## src/rtl/aes_bus_pkg.sv

```systemverilog
// Shared opcodes, FSM state encoding and opcode helpers for the AES bus front-end.
`timescale 1ns/1ps
package aes_bus_pkg;

   localparam logic [1:0] OP_KEY   = 2'd0;
   localparam logic [1:0] OP_TEXT  = 2'd1;
   localparam logic [1:0] OP_START = 2'd2;
   localparam logic [1:0] OP_READ  = 2'd3;

   typedef enum logic [2:0] {
      ST_IDLE,
      ST_ADDR,
      ST_PAYLOAD,
      ST_ISSUE,
      ST_WAIT_RES,
      ST_SEND,
      ST_ACK,
      ST_DROP
   } state_e;

   // KEY and TEXT frames carry a payload block after the address beats.
   function automatic logic op_has_payload(input logic [1:0] opcode);
      return (opcode == OP_KEY) || (opcode == OP_TEXT);
   endfunction

endpackage

```

## src/rtl/bus_shift_reg.sv

```systemverilog
// MSB-first beat shift register with parallel load and a wrapping beat counter.
`timescale 1ns/1ps
module bus_shift_reg #(
   parameter int BUS_W = 8,
   parameter int BEATS = 16
) (
   input  logic                   clk_i,
   input  logic                   rst_ni,
   input  logic                   load_i,
   input  logic [BUS_W*BEATS-1:0] load_data_i,
   input  logic                   shift_i,
   input  logic [BUS_W-1:0]       shift_data_i,
   output logic [BUS_W*BEATS-1:0] data_o,
   output logic                   last_o
);

   localparam int W  = BUS_W * BEATS;
   localparam int CW = (BEATS > 1) ? $clog2(BEATS) : 1;

   logic [W-1:0]  data_q, data_d, shifted;
   logic [CW-1:0] cnt_q, cnt_d;

   // A single-beat register simply replaces its content on every shift.
   generate
      if (BEATS == 1) begin : g_one
         assign shifted = shift_data_i;
      end else begin : g_many
         assign shifted = {data_q[W-BUS_W-1:0], shift_data_i};
      end
   endgenerate

   // last_o flags that the shift happening this cycle completes the block.
   assign last_o = (cnt_q == CW'(BEATS - 1));
   assign data_o = data_q;

   // Load restarts the beat count; a shift advances it and wraps after the last beat.
   always_comb begin
      data_d = data_q;
      cnt_d  = cnt_q;
      if (load_i) begin
         data_d = load_data_i;
         cnt_d  = '0;
      end else if (shift_i) begin
         data_d = shifted;
         cnt_d  = last_o ? '0 : cnt_q + 1'b1;
      end
   end

   // Register content and beat count.
   always_ff @(posedge clk_i or negedge rst_ni) begin
      if (!rst_ni) begin
         data_q <= '0;
         cnt_q  <= '0;
      end else begin
         data_q <= data_d;
         cnt_q  <= cnt_d;
      end
   end

endmodule

```

## src/rtl/aes_bus_frontend.sv

```systemverilog
// Narrow command-bus front-end: collects address/payload beats, issues one wide
// core request, streams read results back and acknowledges the requester.
`timescale 1ns/1ps
module aes_bus_frontend
   import aes_bus_pkg::*;
#(
   parameter int BUS_W       = 8,
   parameter int ADDR_BEATS  = 3,
   parameter int BLOCK_BEATS = 16,
   parameter int ID_W        = 2,
   parameter int MY_ID       = 0
) (
   input  logic                         clk,
   input  logic                         rst_n,
   input  logic [BUS_W-1:0]             data_in,
   input  logic                         valid_in,
   output logic                         ready_in,
   input  logic [1:0]                   opcode,
   input  logic [ID_W-1:0]              source_id,
   input  logic [ID_W-1:0]              dest_id,
   input  logic                         encdec,
   output logic [BUS_W-1:0]             data_out,
   output logic                         data_valid,
   input  logic                         data_ready,
   output logic                         ack_valid,
   input  logic                         ack_ready,
   output logic [ID_W-1:0]              module_source_id,
   output logic                         core_valid,
   input  logic                         core_ready,
   output logic [1:0]                   core_opcode,
   output logic                         core_encdec,
   output logic [BUS_W*ADDR_BEATS-1:0]  core_addr,
   output logic [BUS_W*BLOCK_BEATS-1:0] core_block,
   input  logic                         core_res_valid,
   output logic                         core_res_ready,
   input  logic [BUS_W*BLOCK_BEATS-1:0] core_res_block
);

   localparam int BW = BUS_W * BLOCK_BEATS;

   state_e          state_q, state_d;
   logic            init_q;
   logic [1:0]      op_q, op_d;
   logic [ID_W-1:0] src_q, src_d;
   logic            enc_q, enc_d;
   logic            match_q, match_d;

   logic            dest_match;
   logic            side_latch, addr_shift, pay_shift, res_load, res_shift;
   logic            addr_last, pay_last, res_last;
   logic [BW-1:0]   res_data;
   logic            unused_res;

   assign dest_match = (dest_id == ID_W'(MY_ID));

   // Where a frame goes once its address is complete.
   function automatic state_e after_addr(input logic [1:0] op, input logic m);
      if (op_has_payload(op)) return m ? ST_PAYLOAD : ST_DROP;
      return m ? ST_ISSUE : ST_IDLE;
   endfunction

   // Next-state and handshake outputs; ready_in waits one edge after reset release.
   always_comb begin
      state_d        = state_q;
      ready_in       = 1'b0;
      core_valid     = 1'b0;
      core_res_ready = 1'b0;
      data_valid     = 1'b0;
      ack_valid      = 1'b0;
      side_latch     = 1'b0;
      addr_shift     = 1'b0;
      pay_shift      = 1'b0;
      res_load       = 1'b0;
      res_shift      = 1'b0;
      case (state_q)
         ST_IDLE: begin
            ready_in = init_q;
            if (valid_in && init_q) begin
               side_latch = 1'b1;
               addr_shift = 1'b1;
               state_d    = addr_last ? after_addr(opcode, dest_match) : ST_ADDR;
            end
         end
         ST_ADDR: begin
            ready_in = 1'b1;
            if (valid_in) begin
               addr_shift = 1'b1;
               if (addr_last) state_d = after_addr(op_q, match_q);
            end
         end
         ST_PAYLOAD, ST_DROP: begin
            ready_in = 1'b1;
            if (valid_in) begin
               pay_shift = 1'b1;
               if (pay_last) state_d = (state_q == ST_PAYLOAD) ? ST_ISSUE : ST_IDLE;
            end
         end
         ST_ISSUE: begin
            core_valid = 1'b1;
            if (core_ready) state_d = (op_q == OP_READ) ? ST_WAIT_RES : ST_ACK;
         end
         ST_WAIT_RES: begin
            core_res_ready = 1'b1;
            if (core_res_valid) begin
               res_load = 1'b1;
               state_d  = ST_SEND;
            end
         end
         ST_SEND: begin
            data_valid = 1'b1;
            if (data_ready) begin
               res_shift = 1'b1;
               if (res_last) state_d = ST_ACK;
            end
         end
         ST_ACK: begin
            ack_valid = 1'b1;
            if (ack_ready) state_d = ST_IDLE;
         end
         default: state_d = ST_IDLE;
      endcase
   end

   // Sideband is captured on the first beat only and held for the whole frame.
   always_comb begin
      op_d    = op_q;
      src_d   = src_q;
      enc_d   = enc_q;
      match_d = match_q;
      if (side_latch) begin
         op_d    = opcode;
         src_d   = source_id;
         enc_d   = encdec;
         match_d = dest_match;
      end
   end

   // State, ready gate and latched sideband.
   always_ff @(posedge clk or negedge rst_n) begin
      if (!rst_n) begin
         state_q <= ST_IDLE;
         init_q  <= 1'b0;
         op_q    <= '0;
         src_q   <= '0;
         enc_q   <= 1'b0;
         match_q <= 1'b0;
      end else begin
         state_q <= state_d;
         init_q  <= 1'b1;
         op_q    <= op_d;
         src_q   <= src_d;
         enc_q   <= enc_d;
         match_q <= match_d;
      end
   end

   bus_shift_reg #(.BUS_W(BUS_W), .BEATS(ADDR_BEATS)) u_addr (
      .clk_i        (clk),
      .rst_ni       (rst_n),
      .load_i       (1'b0),
      .load_data_i  ('0),
      .shift_i      (addr_shift),
      .shift_data_i (data_in),
      .data_o       (core_addr),
      .last_o       (addr_last)
   );

   bus_shift_reg #(.BUS_W(BUS_W), .BEATS(BLOCK_BEATS)) u_payload (
      .clk_i        (clk),
      .rst_ni       (rst_n),
      .load_i       (1'b0),
      .load_data_i  ('0),
      .shift_i      (pay_shift),
      .shift_data_i (data_in),
      .data_o       (core_block),
      .last_o       (pay_last)
   );

   bus_shift_reg #(.BUS_W(BUS_W), .BEATS(BLOCK_BEATS)) u_result (
      .clk_i        (clk),
      .rst_ni       (rst_n),
      .load_i       (res_load),
      .load_data_i  (core_res_block),
      .shift_i      (res_shift),
      .shift_data_i ('0),
      .data_o       (res_data),
      .last_o       (res_last)
   );

   // Lower result bits reach data_out only by being shifted up into the MSB beat.
   assign unused_res = ^res_data;

   assign core_opcode      = op_q;
   assign core_encdec      = enc_q;
   assign data_out         = data_valid ? res_data[BW-1 -: BUS_W] : '0;
   assign module_source_id = ack_valid ? src_q : '0;

endmodule
```

## config.mk

```make
export PLATFORM = sky130hd
export DESIGN_NAME = aes_bus_frontend
export DESIGN_NICKNAME = d
export VERILOG_FILES = /design/src/rtl/aes_bus_pkg.sv /design/src/rtl/bus_shift_reg.sv /design/src/rtl/aes_bus_frontend.sv
export SDC_FILE = /design/constraint.sdc
export NUM_CORES = 1
export LEC_CHECK = 0
export ABC_AREA = 1
export BUFFER_PORTS_ARGS = -buffer_cell sky130_fd_sc_hd__buf_4
export CAP_MARGIN = 0
export CORE_ASPECT_RATIO = 1.4
export CORE_MARGIN = 5
export CORE_UTILIZATION = 58
export DETAILED_ROUTE_END_ITERATION = 6
export GPL_ROUTABILITY_DRIVEN = 0
export GPL_TIMING_DRIVEN = 0
export PLACE_DENSITY_LB_ADDON = 0.25
export SYNTH_ARGS = -nofsm -noshare
export SYNTH_HDL_FRONTEND = slang
export SYNTH_SLANG_ARGS = --single-unit
```

## constraint.sdc

```tcl
create_clock -name clk -period 2.4 [get_ports clk]
set_clock_uncertainty 0.05 [all_clocks]
set_input_delay 0.6 -clock clk [delete_from_list [all_inputs] [get_ports clk]]
set_output_delay 0.6 -clock clk [all_outputs]
set_load 0.01 [all_outputs]
```

==> results of run 1 <==
-- kinds of logic (layout without fill, tap and decap cells) --
group	after synthesis	count (layout)
AO/OA/AOI/OAI	355	355
XOR/XNOR	1	1
adder cells (fa/ha/maj)	6	6
buffers and inverters	242	621
flip-flops	300	300
other	1	1
AND/OR/NAND/NOR	598	598
-- repair_timing --
action	4_1_cts	5_1_grt
endpoints found under the setup margin	8	9
gates cloned	0	0
hold buffers	1	0
pin swaps	1	0
resized for setup	3	9
hold endpoints to repair	40	0
setup buffers	1	3
-- per-stage QoR --
step | setup TNS (ns) | total power, mW
after floorplan | 0 | 12.5
after global placement | -560.67 | 15.4
after detailed placement | 0 | 15.8
after CTS | 0 | 20.4
after global routing | -0.0155 | 21.8
final | 0 | 20.4
-- per-layer routing --
metal / track usage (%) / up-vias / wire (µm)
met1: 33.0 / 5484 / 13300
met2: 49.6 / 482 / 18400
met3: 6.30 / 108 / 2890
met4: 11.2 / 2 / 1660
li1: - / 5503 / -
met5: 0 / - / 12
-- critical path, cell delays in order, from the launching register on --
cell and delay [ns]:
dfrtp_2 0.44, inv_2 0.10, nand2_2 0.10, nor2_4 0.18, inv_4 0.08, nor2_1 0.12
buf_4 0.14
-- flip-flops by register name, summed over array words and instances (netlist names) --
name	cells
init_q	1
u_result.data_o	128
match_q	1
u_payload.data_o	128
u_addr.data_o	24
core_encdec	1
u_result.cnt_q	4
src_q	2
u_addr.cnt_q	2
u_payload.cnt_q	4
state_q	3
core_opcode	2
-- cell usage after synthesis --
library cell | number | area (µm²)
a21oi_1 | 16 | 80.1
a31o_2 | 1 | 8.76
buf_1 | 2 | 7.51
buf_2 | 52 | 260
buf_4 | 6 | 45.0
buf_6 | 7 | 78.8
clkbuf_1 | 22 | 82.6
clkbuf_2 | 2 | 10.0
conb_1 | 1 | 3.75
dfrtp_1 | 300 | 7510
ha_1 | 6 | 75.1
inv_1 | 147 | 552
inv_2 | 4 | 15.0
nand2_1 | 503 | 1890
nand2_2 | 5 | 31.3
nand2_4 | 2 | 22.5
nand3_1 | 36 | 180
nand4_1 | 4 | 25.0
nor2_1 | 41 | 154
nor2_2 | 2 | 12.5
nor2_4 | 3 | 33.8
nor3_1 | 1 | 5.00
o211ai_1 | 29 | 218
o21ai_0 | 194 | 971
o21ai_1 | 107 | 536
o22ai_1 | 8 | 50.1
or2_2 | 1 | 6.26
xnor2_1 | 1 | 8.76
-- cell type report --
| class | instances | share of cell area (%) |
|---|---|---|
| Inverter | 151 | 3.40 |
| Sequential cell | 300 | 44.9 |
| Tap cell | 297 | 2.22 |
| Buffer | 91 | 2.89 |
| Multi-Input combinational cell | 961 | 25.9 |
| Clock buffer | 38 | 4.84 |
| Timing Repair Buffer | 327 | 15.1 |
| Clock inverter | 14 | 0.755 |
-- worst min-delay path by stage --
stage | from | end | slack (ns) | cells after the start
3_3_place_gp | u_payload.data_o[126]$_DFFE_PN0P_ | u_payload.data_o[126]$_DFFE_PN0P_ | 0.40 | 2
6_report | data_in[4] | u_addr.data_o[4]$_DFFE_PN0P_ | 0.22 | 3
3_5_place_dp | u_payload.data_o[124]$_DFFE_PN0P_ | u_payload.data_o[124]$_DFFE_PN0P_ | 0.41 | 2
2_1_floorplan | rst_n | core_encdec$_DFFE_PN0P_ | 0.25 | 0
5_1_grt | opcode[0] | core_opcode[0]$_DFFE_PN0P_ | 0.20 | 3
4_1_cts | opcode[0] | core_opcode[0]$_DFFE_PN0P_ | 0.21 | 3
-- power by group through the flow --
stage	combinational [mW]	sequential (mW)	clock [mW]
2_1_floorplan	3.94	8.52	0
3_3_place_gp	7.14	8.28	0
3_5_place_dp	7.42	8.35	0
4_1_cts	7.52	8.31	4.52
5_1_grt	8.48	8.55	4.76
6_report	7.55	8.34	4.50
==> flow_summary.toml, run 1 <==
[outcome]
outcome = "finished clean"

[synthesis]
synth_fa_ha_area_share_pct = 0.583
synth_xor_area_share_pct = 0.0681
syn_nets = 1659
synthMuxAreaShare_pct = 0
synth.yosys.seq_area_share_pct = 58.3
ys_types = 28
ys_seq_elements = 300
synth_cells = 1503
synth_top_family_by_area = "simple AND/OR/NAND/NOR gates"
synth-compound-area-share_pct = 14.5
syn_avg_cell_area_um2 = 8.56
synth_warnings = 0
synth-simple-area-share_pct = 18.3
netlist_area_um2 = 12900

[power_and_ir_drop]
seqPwrFrac_pct = 40.9
p_comb_share_pct = 37.0
clockPowerShare_pct = 22.1
netSwitchingPower_mw = 7.59
power_leakage_nw = 9.02
p_int_mw = 12.8
irDropWorstVdd_v = 0.000794
powerDensity_nw_per_um2 = 1220
swShare_pct = 37.2

[critical_path]
r2r-end = "u_result.cnt_q[0]$_DFFE_PN0P_"
required_ns = 1.75
cp-startpoint = "state_q[1]$_DFFE_PN0P_"
worstSetupEndpointType = "primary output"
reg2reg_from = "state_q[1]$_DFFE_PN0P_"
start_kind = "register"
critPathMaxFanout = 8
reg2reg_depth = 8
path_class = "register to primary output"
crit_arrival_ns = 1.70
crit_end = "data_out[2]"
reg2reg_slack_ns = 0.38

[final_layout]
final_common_cell = "nand2_1"
area_delta_synth_final_pct = 30.0
final_util_pct = 76.5
multiInputGateArea_um2 = 4330
nFillCells = 1534
fin_area_um2 = 16700
layout_common_cells = "nand2_1, buf_4, dfrtp_1, o21ai_0, inv_1"
final_nets = 2016
layout.cells.non_filler = 2179
final-seq-area_um2 = 7510
drive_above_1_share_pct = 24.9
num_antenna_cells = 0

[clock_tree]
root_buffer = "clkbuf_16"
cts_buffers = 28
clkSinkCount = 300
insertion_delay_ns = 0.54
h-tree-depth = 1
cts_tree = "yes"
clock_path_buffers = 3
clk_pin_slew_ns = 0.07

[drt]
finalWirelength_mm = 36.3
vias = 11579
drtAntennaViolNets = 0
viasPerCell = 5.31
drc = 0
firstDrtPassIters = 6
drtIter0Drc = 881
wl_per_cell_um = 16.7

[sta]
worst_pin_slew_ns = 0.507
final.setup.worst_slack_ns = 0.0529
fin_crit_sh_pct = 97.8
fmaxAchievable_mhz = 426
slew_headroom_pct = 66.2
finalCriticalPeriod_ns = 2.35
holdWs_ns = 0.216
setup_viol = 0
final_max_slew_viol_count = 0
hold_violations = 0

[global_routing]
grt.overflow.total = 0
first_global_vias = 11596
track_usage_pct = 28.0
antenna_found_initial = 1
grt_max_degree = 97
grt_pass1_wl_mm = 57.1

[die]
num_rows = 64
die_w_um = 136
fp.coreArea_um2 = 21900
ioPinCount = 320
start_util_pct = 58.9
die_h_um = 186
dieArea_um2 = 25300

[place]
dp_hpwl_mm = 26.3
dpl_worst_slack_ns = 0.365
portBuffers = 319
dpl_cell_area_um2 = 15700
placedCellCount = 2122

[worst_hold_path]
hold_path_class = "input port to register"

[job]
cap_violations = 0
No activity file was read; power rests on OpenSTA's default activity.
==> run 2, diff against run 1 <==
Settings changed: PLACE_DENSITY set to 0.95, PLACE_DENSITY_LB_ADDON 0.25 to not set.
==> run 2 against run 1 <==
  * The flow now finishes with violations (hold timing)
  * Non-clock buffer count decreased by 2
  * Via count increased by 3.8%
  * Sequential power increased by 0.6%
==> flow_summary.toml, run 2 (same netlist as run 1, synthesis figures left out) <==
[clock_tree]
clk_pin_slew_ns = 0.06
insertion_delay_ns = 0.54
cts_tree = "yes"
cts_buffers = 28
h-tree-depth = 1
clkSinkCount = 300
clock_path_buffers = 3
root_buffer = "clkbuf_16"

[critical_path]
reg2reg_depth = 8
path_class = "register to primary output"
reg2reg_slack_ns = 0.25
crit_arrival_ns = 1.74
reg2reg_from = "state_q[1]$_DFFE_PN0P_"
cp-startpoint = "state_q[1]$_DFFE_PN0P_"
r2r-end = "u_result.data_o[0]$_DFFE_PN0P_"
critPathMaxFanout = 8
start_kind = "register"
required_ns = 1.75
crit_end = "data_out[4]"
worstSetupEndpointType = "primary output"

[final_layout]
final_common_cell = "nand2_1"
num_antenna_cells = 0
drive_above_1_share_pct = 24.8
final_nets = 2014
final_util_pct = 76.5
area_delta_synth_final_pct = 30.0
layout_common_cells = "nand2_1, buf_4, dfrtp_1, o21ai_0, inv_1"

[drt]
drtIter0Drc = 1004
finalWirelength_mm = 38.5
vias = 12024
drc = 0
wl_per_cell_um = 17.7
viasPerCell = 5.52
firstDrtPassIters = 6
drtAntennaViolNets = 0

[global_routing]
antenna_found_initial = 0
grt_max_degree = 124
grt_pass1_wl_mm = 60.2
first_global_vias = 12155
grt.overflow.total = 0
track_usage_pct = 29.6

[sta]
worst_pin_slew_ns = 0.641
fmaxAchievable_mhz = 419
slew_headroom_pct = 57.2
hold_violations = 15
rsz0062_at_grt = "yes"
holdWs_ns = -0.0228
fin_crit_sh_pct = 99.4
tns_ns = 0
finalCriticalPeriod_ns = 2.39
setup_viol = 0
final_max_slew_viol_count = 0

[die]
start_util_pct = 58.9
dieArea_um2 = 25300
num_rows = 64
fp.coreArea_um2 = 21900
die_w_um = 136
ioPinCount = 320
die_h_um = 186

[power_and_ir_drop]
finalPower_mw = 20.7
power_leakage_nw = 9.01
irDropWorstVdd_v = 0.000872
powerDensity_nw_per_um2 = 1240

[outcome]
outcome = "finished with violations"
violations = "hold timing"

[place]
portBuffers = 319
dp_hpwl_mm = 27.2

[job]
cap_violations = 0

[worst_hold_path]
hold_path_class = "input port to asynchronous set/reset pin"
-- run 2: cell count changes in the layout (fill, tap and decap cells not counted), sizes merged --
cell / delta
buf: -1
clkbuf: +7
clkinv: -7
dlygate4sd3: -1
-- run 2: report_power, final --
group          leakage (nW)  switching (mW)  total (mW)  internal [mW]
combinational          4.72            4.65        7.73           3.07
sequential             3.81            1.23        8.39           7.16
clock                 0.474            1.89        4.60           2.70
total                  9.01            7.78        20.7           12.9
-- run 2: worst min-delay path by stage --
| stage | from | to | slack, ns | cells after the start |
|---|---|---|---|---|
| after CTS | rst_n | u_result.data_o[17]$_DFFE_PN0P_ | 0.008 | 1 |
| after detailed placement | u_payload.data_o[120]$_DFFE_PN0P_ | u_payload.data_o[120]$_DFFE_PN0P_ | 0.41 | 2 |
| after global placement | u_payload.data_o[122]$_DFFE_PN0P_ | u_payload.data_o[122]$_DFFE_PN0P_ | 0.40 | 2 |
| final | rst_n | u_result.data_o[18]$_DFFE_PN0P_ | -0.02 | 1 |
| after global routing | rst_n | u_result.data_o[17]$_DFFE_PN0P_ | 0.04 | 1 |
| after floorplan | rst_n | core_encdec$_DFFE_PN0P_ | 0.25 | 0 |
-- run 2: final cells by class --
cell class	count	area, µm²
well taps	297	372
inverters	151	572
fillers	1372	5130
clock inverters	7	87.6
multi-input cells	961	4340
flip-flops and latches	300	7510
clock buffers	45	876
plain buffers	91	484
repair buffers	325	2490
-- run 2: repair_timing --
item,4_1_cts,5_1_grt
setup endpoints to repair,11,9
gates resized for setup,6,10
hold endpoints to repair,0,0
hold buffers,0,0
pin swaps,1,1
buffers inserted,3,1
-- run 2: through the flow --
| stage | worst slack [ns] | cell area (µm²) | std cells | hold slack [ns] |
|---|---|---|---|---|
| after detailed placement | 0.276 | 15700 | 2121 | 0.409 |
| after global routing | -0.0308 | 16700 | 2177 | 0.0386 |
| after floorplan | 0.686 | 12900 | 1503 | 0.254 |
| final | 0.0146 | 16700 | 2177 | -0.0228 |
| after CTS | -0.0110 | 16700 | 2176 | 0.00758 |
| after global placement | -1.80 | 15600 | 2119 | 0.405 |
-- run 2: critical path, stage by stage, from the launching register on --
cell and delay, ns:
dfrtp_2 0.45, inv_2 0.10, nand2_2 0.10, nor2_4 0.19
inv_4 0.09, nor2_2 0.13, buf_4 0.14
-- run 2: metal layers --
| metal | vias up | global-route usage, % | share of wire, % |
|---|---|---|---|
| met1 | 5700 | 34.7 | 35 |
| met3 | 196 | 5.62 | 7.9 |
| met2 | 638 | 50.2 | 49 |
| li1 | 5490 | - | - |
| met5 | - | 0 | 0 |
| met4 | 0 | 18.8 | 8.0 |
